--- src/rtl/alu_exec_pkg.sv ---
// Shared types for the EX-stage ALU: op codes, FSM states and op-class helpers.
package alu_exec_pkg;

  localparam int unsigned OP_W = 4;

  typedef enum logic [OP_W-1:0] {
    OpAnd     = 4'b0000,
    OpOr      = 4'b0001,
    OpAdd     = 4'b0010,
    OpSub     = 4'b0011,
    OpXor     = 4'b0100,
    OpSll     = 4'b0101,
    OpSrl     = 4'b0110,
    OpSlt     = 4'b0111,
    OpBeq     = 4'b1000,
    OpSra     = 4'b1001,
    OpBne     = 4'b1010,
    OpBlt     = 4'b1011,
    OpBge     = 4'b1100,
    OpJal     = 4'b1101,
    OpIllegal = 4'b1110,
    OpJalr    = 4'b1111
  } alu_op_e;

  typedef enum logic [1:0] {
    StIdle,
    StShift,
    StResp
  } exec_state_e;

  function automatic logic is_shift_op(alu_op_e op);
    return (op == OpSll) || (op == OpSrl) || (op == OpSra);
  endfunction

endpackage

--- src/rtl/alu_exec_if.sv ---
// Valid/ready request and response bundle between the ALU control decoder, the EX stage and EX/MEM.
interface alu_exec_if
  import alu_exec_pkg::*;
#(
  parameter int unsigned DATA_W = 32
);
  logic              in_valid;
  logic              in_ready;
  logic [OP_W-1:0]   operation;
  logic [DATA_W-1:0] src_a;
  logic [DATA_W-1:0] src_b;
  logic              flush;
  logic              out_valid;
  logic              out_ready;
  logic [DATA_W-1:0] result;
  logic              branch_taken;
  logic              illegal_op;

  modport master (
    output in_valid, operation, src_a, src_b, flush, out_ready,
    input  in_ready, out_valid, result, branch_taken, illegal_op
  );

  modport slave (
    input  in_valid, operation, src_a, src_b, flush, out_ready,
    output in_ready, out_valid, result, branch_taken, illegal_op
  );
endinterface

--- src/rtl/alu_serial_shifter.sv ---
// Iterative shifter: load a value and amount, then each step shifts by min(SHIFT_STEP, remaining).
// value_o/done_o describe the step taken this cycle, so the caller can capture the final value directly.
module alu_serial_shifter #(
  parameter int unsigned DATA_W     = 32,
  parameter int unsigned SHIFT_STEP = 1
) (
  input  logic                      clk_i,
  input  logic                      rst_ni,
  input  logic                      load_i,
  input  logic [DATA_W-1:0]         value_i,
  input  logic [$clog2(DATA_W)-1:0] amount_i,
  input  logic                      dir_right_i,
  input  logic                      arith_i,
  input  logic                      step_i,
  output logic [DATA_W-1:0]         value_o,
  output logic                      done_o
);

  // One extra bit so SHIFT_STEP == DATA_W is representable.
  localparam int unsigned CntW = $clog2(DATA_W) + 1;

  logic [DATA_W-1:0]        value_q;
  logic [CntW-1:0]          remaining_q;
  logic                     dir_right_q;
  logic                     arith_q;
  logic [CntW-1:0]          step_amt;
  logic signed [DATA_W-1:0] value_s;

  assign done_o   = remaining_q <= CntW'(SHIFT_STEP);
  assign step_amt = done_o ? remaining_q : CntW'(SHIFT_STEP);
  assign value_s  = value_q;

  always_comb begin
    value_o = value_q;
    if (!dir_right_q) begin
      value_o = value_q << step_amt;
    end else if (arith_q) begin
      value_o = value_s >>> step_amt;
    end else begin
      value_o = value_q >> step_amt;
    end
  end

  always_ff @(posedge clk_i or negedge rst_ni) begin
    if (!rst_ni) begin
      value_q     <= '0;
      remaining_q <= '0;
      dir_right_q <= 1'b0;
      arith_q     <= 1'b0;
    end else if (load_i) begin
      value_q     <= value_i;
      remaining_q <= {1'b0, amount_i};
      dir_right_q <= dir_right_i;
      arith_q     <= arith_i;
    end else if (step_i) begin
      value_q     <= value_o;
      remaining_q <= remaining_q - step_amt;
    end
  end

endmodule

--- src/rtl/alu_exec_stage.sv ---
// EX-stage ALU with registered, handshaked result. Shifts are iterative unless
// ALU_EXEC_BARREL_SHIFT_EN is defined, which selects a single-cycle barrel shifter.
module alu_exec_stage
  import alu_exec_pkg::*;
#(
  parameter int unsigned DATA_W     = 32,
  parameter int unsigned SHIFT_STEP = 1
) (
  input  logic     clk_i,
  input  logic     rst_ni,
  alu_exec_if.slave bus_io
);

  localparam int unsigned ShW = $clog2(DATA_W);

  exec_state_e       state_q, state_d;
  logic [DATA_W-1:0] result_q, result_d;
  logic              taken_q, taken_d;
  logic              illegal_q, illegal_d;

  alu_op_e           op;
  logic [DATA_W-1:0] a, b;
  logic [ShW-1:0]    shamt;
  logic              in_ready, accept, start, start_iter;
  logic [DATA_W-1:0] alu_res;
  logic              alu_taken, alu_illegal, cond;
  logic              sh_load, sh_step, sh_done;
  logic [DATA_W-1:0] sh_value;

  assign op     = alu_op_e'(bus_io.operation);
  assign a      = bus_io.src_a;
  assign b      = bus_io.src_b;
  assign shamt  = b[ShW-1:0];

  assign in_ready = !bus_io.flush &&
                    (state_q == StIdle || (state_q == StResp && bus_io.out_ready));
  assign accept   = bus_io.in_valid && in_ready;

  always_comb begin
    alu_res     = '0;
    alu_taken   = 1'b0;
    alu_illegal = 1'b0;
    cond        = 1'b0;
    case (op)
      OpAnd: alu_res = a & b;
      OpOr:  alu_res = a | b;
      OpAdd: alu_res = a + b;
      OpSub: alu_res = a - b;
      OpXor: alu_res = a ^ b;
`ifdef ALU_EXEC_BARREL_SHIFT_EN
      OpSll: alu_res = a << shamt;
      OpSrl: alu_res = a >> shamt;
      OpSra: alu_res = $signed(a) >>> shamt;
`else
      // Only reached for shamt == 0; non-zero amounts go through the serial shifter.
      OpSll, OpSrl, OpSra: alu_res = a;
`endif
      OpSlt: alu_res = {{(DATA_W-1){1'b0}}, $signed(a) < $signed(b)};
      OpBeq, OpBne, OpBlt, OpBge: begin
        unique case (op)
          OpBeq:   cond = (a == b);
          OpBne:   cond = (a != b);
          OpBlt:   cond = ($signed(a) < $signed(b));
          default: cond = ($signed(a) >= $signed(b));
        endcase
        alu_res   = {{(DATA_W-1){1'b0}}, cond};
        alu_taken = cond;
      end
      OpJal, OpJalr: begin
        alu_res   = a + b;
        alu_taken = 1'b1;
      end
      default: alu_illegal = 1'b1;
    endcase
  end

`ifdef ALU_EXEC_BARREL_SHIFT_EN
  assign start_iter = 1'b0;
  assign sh_value   = '0;
  assign sh_done    = 1'b1;
`else
  assign start_iter = is_shift_op(op) && (shamt != '0);

  alu_serial_shifter #(
    .DATA_W    (DATA_W),
    .SHIFT_STEP(SHIFT_STEP)
  ) u_shifter (
    .clk_i      (clk_i),
    .rst_ni     (rst_ni),
    .load_i     (sh_load),
    .value_i    (a),
    .amount_i   (shamt),
    .dir_right_i(op != OpSll),
    .arith_i    (op == OpSra),
    .step_i     (sh_step),
    .value_o    (sh_value),
    .done_o     (sh_done)
  );
`endif

  always_comb begin
    state_d   = state_q;
    result_d  = result_q;
    taken_d   = taken_q;
    illegal_d = illegal_q;
    sh_load   = 1'b0;
    sh_step   = 1'b0;
    start     = 1'b0;
    unique case (state_q)
      StIdle: start = accept;
      StShift: begin
        sh_step = 1'b1;
        if (sh_done) begin
          state_d   = StResp;
          result_d  = sh_value;
          taken_d   = 1'b0;
          illegal_d = 1'b0;
        end
      end
      StResp: begin
        if (bus_io.out_ready) begin
          state_d = StIdle;
          start   = accept;
        end
      end
      default: state_d = StIdle;
    endcase
    if (start) begin
      if (start_iter) begin
        sh_load = 1'b1;
        state_d = StShift;
      end else begin
        state_d   = StResp;
        result_d  = alu_res;
        taken_d   = alu_taken;
        illegal_d = alu_illegal;
      end
    end
    // Flush kills whatever is in flight; in_ready is already low so nothing is accepted.
    if (bus_io.flush) begin
      state_d = StIdle;
      sh_step = 1'b0;
    end
  end

  always_ff @(posedge clk_i or negedge rst_ni) begin
    if (!rst_ni) begin
      state_q   <= StIdle;
      result_q  <= '0;
      taken_q   <= 1'b0;
      illegal_q <= 1'b0;
    end else begin
      state_q   <= state_d;
      result_q  <= result_d;
      taken_q   <= taken_d;
      illegal_q <= illegal_d;
    end
  end

  assign bus_io.in_ready     = in_ready;
  assign bus_io.out_valid    = (state_q == StResp);
  assign bus_io.result       = result_q;
  assign bus_io.branch_taken = taken_q;
  assign bus_io.illegal_op   = illegal_q;

endmodule
--- src/flat_wrapper.sv ---
// flat-port wrapper written by rule: the top's interface ports become plain ports
module alu_exec_stage_flat import alu_exec_pkg::*;
#(
  parameter int unsigned DATA_W     = 32,
  parameter int unsigned SHIFT_STEP = 1
)
  (clk_i, rst_ni, bus_io_in_valid, bus_io_operation, bus_io_src_a, bus_io_src_b, bus_io_flush, bus_io_out_ready, bus_io_in_ready, bus_io_out_valid, bus_io_result, bus_io_branch_taken, bus_io_illegal_op);
  alu_exec_if #(.DATA_W(DATA_W)) bus_io_i ();
  input  logic clk_i;
  input  logic rst_ni;
  input wire logic [$bits(bus_io_i.in_valid)-1:0] bus_io_in_valid;
  input wire logic [$bits(bus_io_i.operation)-1:0] bus_io_operation;
  input wire logic [$bits(bus_io_i.src_a)-1:0] bus_io_src_a;
  input wire logic [$bits(bus_io_i.src_b)-1:0] bus_io_src_b;
  input wire logic [$bits(bus_io_i.flush)-1:0] bus_io_flush;
  input wire logic [$bits(bus_io_i.out_ready)-1:0] bus_io_out_ready;
  output wire logic [$bits(bus_io_i.in_ready)-1:0] bus_io_in_ready;
  output wire logic [$bits(bus_io_i.out_valid)-1:0] bus_io_out_valid;
  output wire logic [$bits(bus_io_i.result)-1:0] bus_io_result;
  output wire logic [$bits(bus_io_i.branch_taken)-1:0] bus_io_branch_taken;
  output wire logic [$bits(bus_io_i.illegal_op)-1:0] bus_io_illegal_op;
  assign bus_io_i.in_valid = bus_io_in_valid;
  assign bus_io_i.operation = bus_io_operation;
  assign bus_io_i.src_a = bus_io_src_a;
  assign bus_io_i.src_b = bus_io_src_b;
  assign bus_io_i.flush = bus_io_flush;
  assign bus_io_i.out_ready = bus_io_out_ready;
  assign bus_io_in_ready = bus_io_i.in_ready;
  assign bus_io_out_valid = bus_io_i.out_valid;
  assign bus_io_result = bus_io_i.result;
  assign bus_io_branch_taken = bus_io_i.branch_taken;
  assign bus_io_illegal_op = bus_io_i.illegal_op;
  alu_exec_stage #(.DATA_W(DATA_W), .SHIFT_STEP(SHIFT_STEP)) u_core (.clk_i(clk_i), .rst_ni(rst_ni), .bus_io(bus_io_i));
endmodule
--- config.mk ---
export PLATFORM = sky130hd
export DESIGN_NAME = alu_exec_stage_flat
export DESIGN_NICKNAME = d
export VERILOG_FILES = /design/src/rtl/alu_exec_pkg.sv /design/src/rtl/alu_exec_if.sv /design/src/rtl/alu_serial_shifter.sv /design/src/rtl/alu_exec_stage.sv /design/src/flat_wrapper.sv
export SDC_FILE = /design/constraint.sdc
export NUM_CORES = 1
export LEC_CHECK = 0
export ABC_AREA = 0
export CAP_MARGIN = 30
export CORE_MARGIN = 3
export CORE_UTILIZATION = 50
export CTS_BUF_LIST = sky130_fd_sc_hd__clkbuf_2
export DETAILED_ROUTE_END_ITERATION = 12
export GPL_ROUTABILITY_DRIVEN = 0
export PLACE_DENSITY = 0.8
export REMOVE_ABC_BUFFERS = 1
export SLEW_MARGIN = 20
export SYNTH_ARGS = -nofsm -noshare
export SYNTH_HDL_FRONTEND = slang
export SYNTH_SLANG_ARGS = --single-unit
--- constraint.sdc ---
create_clock -name clk_i -period 5.3 [get_ports clk_i]
set_input_delay 1.325 -clock clk_i [delete_from_list [all_inputs] [get_ports clk_i]]
set_output_delay 1.325 -clock clk_i [all_outputs]
set_load 0.03 [all_outputs]
==> flow_metrics.env <==
export IMPL_status="complete, no violations"
export IMPL_finalSetupViolations=0
export IMPL_synth_main_ff_cell="dfrtp_1"
export IMPL_cp_start_kind="input port"
export IMPL_crit_path_frequent_cell="a21oi_1"
export IMPL_drv_slew=0
export IMPL_mostFrequentLayoutCells="nor2_1 (139), a21oi_1 (132), clkdlybuf4s50_1 (107)"
export IMPL_fin_worst_skew_ns=0.0325
export IMPL_drive_above_1_share=0.0634
export IMPL_initial_core_util=0.520
export IMPL_final_period_utilization=0.818
export IMPL_post_cts_buffers=0
export IMPL_tritoncts="done"
export IMPL_p_leak_nw=4.68
export IMPL_cts_sinks=76
export IMPL_dp_hpwl_um=22700
export IMPL_postPlaceCellArea_um2=10400
export IMPL_finalSetupTns_ns=0
export IMPL_pre_cts_ws_ns=0.396
export IMPL_dr_pass1_iters=6
export IMPL_grt_total_usage=0.306
export IMPL_internal_power_mw=1.59
export IMPL_initialDrtViolationCount=1444
export IMPL_layout_setup_ws_ns=0.966
export IMPL_fin_nets=1461
export IMPL_grt_max_degree=67
export IMPL_grt_antenna_before_repair=1
export IMPL_finalPower_mw=3.08
export IMPL_via_count=10100
export IMPL_dieArea_um2=20000
export IMPL_fp_coreArea_um2=17600
export IMPL_die_height_um=141
export IMPL_slowest_stage="clkdlybuf4s50_1"
export IMPL_rows=48
export IMPL_syn_avg_cell_area_um2=7.49
export IMPL_clock_root_buffer="clkbuf_2"
export IMPL_syn_inst=1222
export IMPL_cts_buffer_depth=2
export IMPL_instances_no_fill=1520
export IMPL_htreeDepth=3
export IMPL_wl_per_cell_um=20.6
export IMPL_hold_buffers=0
export IMPL_sw_frac_of_total=0.484
export IMPL_place_inst=1503
export IMPL_worstSkewPairLatency_ns=0.62
export IMPL_ys_seq_elements=76
export IMPL_io_pins=109
export IMPL_post_synth_num_cell_types=83
export IMPL_peakVddDrop_uv=222
export IMPL_arrival_ns=4.86
export IMPL_powerDensity_nw_per_um2=292
export IMPL_power_switching_mw=1.49
export IMPL_syn_area_um2=9150
export IMPL_cp_top_family="compound AO/OA/AOI/OAI gates"
export IMPL_drcViolationCount=0
export IMPL_tightest_slew_ns=0.908
export IMPL_path_clk_slew_ns=0.23
export IMPL_critPathMaxFanout=5
export IMPL_rsz0062_at_grt="false"
export IMPL_cts_resized_gates=0
export IMPL_antenna_left=0
export IMPL_slew_headroom=0.395
export IMPL_endpoint_kind="flip-flop"
export IMPL_clock_fmax_ghz=0.231
export IMPL_p_clk_frac=0.098
export IMPL_vias_per_cell=6.67
export IMPL_cts_buffers=9
export IMPL_critPathBufInv=1
export IMPL_hold_class="flip-flop to flip-flop"
export IMPL_yosys_warnings=0
export IMPL_routed_wl_um=31300
export IMPL_hold_ws_ns=0.515
export IMPL_grt_overflow=0
export IMPL_hold_viol=0
export IMPL_stdcell_area_um2=10500
export IMPL_crit_chain="clkdlybuf4s50_1 -> ha_1 -> fa_1 -> a21oi_1 -> o211ai_1 -> and2_1 -> a311o_1 -> a21oi_1 -> o31a_1 -> o31ai_1 -> a221o_1 -> o211a_1"
export IMPL_cpPeakStageDelay_ns=0.52
export IMPL_ys_seq_area_frac=0.208
export IMPL_area_delta_synth_final_pct=15.1
export IMPL_synthArstFlopShare=1.00
export IMPL_final_common_cell="nor2_1"
export IMPL_synth_edf_count=0
export IMPL_die_width_um=141
export IMPL_io_buffers=108
export IMPL_grt_pass1_wl_um=49900
export IMPL_comb_power_share=0.578
export IMPL_fill_cells=1629
export IMPL_p_seq_frac=0.324
export IMPL_worstSetupPathType="input port to flip-flop"
export IMPL_min_period_ns=4.33
export IMPL_grt_pass1_vias=9693
export IMPL_fin_util=0.598
export IMPL_drv_cap=0
export IMPL_crit_required_ns=5.82
-- cell usage after synthesis (all sizes together), types with 22 or more instances --
| master | n | share of area |
|---|---|---|
| a21oi | 134 | 0.074 |
| buf | 22 | 0.015 |
| ha | 97 | 0.13 |
| o21ai | 73 | 0.040 |
| o22ai | 25 | 0.017 |
| o221ai | 38 | 0.036 |
| inv | 101 | 0.041 |
| nor3 | 26 | 0.015 |
| clkbuf | 63 | 0.027 |
| a221oi | 40 | 0.040 |
| mux2i | 32 | 0.035 |
| nand2 | 102 | 0.042 |
| dfrtp | 76 | 0.21 |
| nor2 | 140 | 0.057 |
-- per-layer routing --
| layer | vias up | part of all wire | global-route usage |
|---|---|---|---|
| li1 | 4643 | - | - |
| met1 | 4783 | 0.41 | 0.406 |
| met2 | 604 | 0.45 | 0.485 |
| met3 | 103 | 0.10 | 0.0543 |
| met4 | 0 | 0.037 | 0.141 |
| met5 | - | 0 | 0 |
-- power by group through the flow --
| stage | clock network [mW] | registers [mW] | logic [mW] |
|---|---|---|---|
| after global placement | 0 | 1.01 | 1.67 |
| after CTS | 0.307 | 0.990 | 1.75 |
| after floorplan | 0 | 1.11 | 1.02 |
| after detailed placement | 0 | 1.00 | 1.74 |
| after global routing | 0.324 | 1.02 | 1.95 |
| final | 0.301 | 0.998 | 1.78 |
-- registers in the layout (all words and copies together) (netlist names) --
signal and flops:
u_core.u_shifter.remaining_q 6, u_core.u_shifter.arith_q 1, u_core.state_q 2, u_core.bus_io.illegal_op 1, u_core.u_shifter.value_q 32, u_core.u_shifter.dir_right_q 1
u_core.bus_io.result 32, u_core.bus_io.branch_taken 1
-- worst paths after layout --
path | startpoint | to | slack [ns] | cells after the start
setup / recovery | bus_io_src_b[0] | u_core.bus_io.result[30] | 0.97 | 12
hold / removal | u_core.u_shifter.arith_q | u_core.u_shifter.arith_q | 0.51 | 2
setup reg to reg | u_core.u_shifter.remaining_q[1] | u_core.bus_io.result[15] | 2.22 | 10
hold reg to reg | u_core.u_shifter.arith_q | u_core.u_shifter.arith_q | 0.51 | 2
max in group asynchronous | rst_ni | u_core.u_shifter.arith_q | 4.04 | 2
min in group asynchronous | rst_ni | u_core.u_shifter.value_q[6] | 0.62 | 1
-- final cells by class --
cell class                      instances  area [um2]  area share
Tap cell                              225         282      0.0267
Clock buffer                           13        65.1     0.00618
Sequential cell                        76        1900       0.181
Multi-Input combinational cell        960        6530       0.620
Antenna cell                            1        2.50    0.000238
Inverter                              101         379      0.0360
Timing Repair Buffer                  141        1360       0.129
Clock inverter                          3        13.8     0.00131
-- worst min-delay path: stages (launching register included) --
cell and delay [ns]:
dfrtp_1 0.40, nand2_1 0.05, o41ai_1 0.05
-- cells by family after synthesis --
family / after synthesis / synth area share
AO/OA/AOI/OAI: 458 / 0.348
AND/OR/NAND/NOR: 357 / 0.175
buffers and inverters: 186 / 0.0836
adder cells (fa/ha/maj): 99 / 0.137
flip-flops: 76 / 0.208
multiplexers: 34 / 0.0375
XOR/XNOR: 12 / 0.0115
Power figures use the tool's default switching activity.
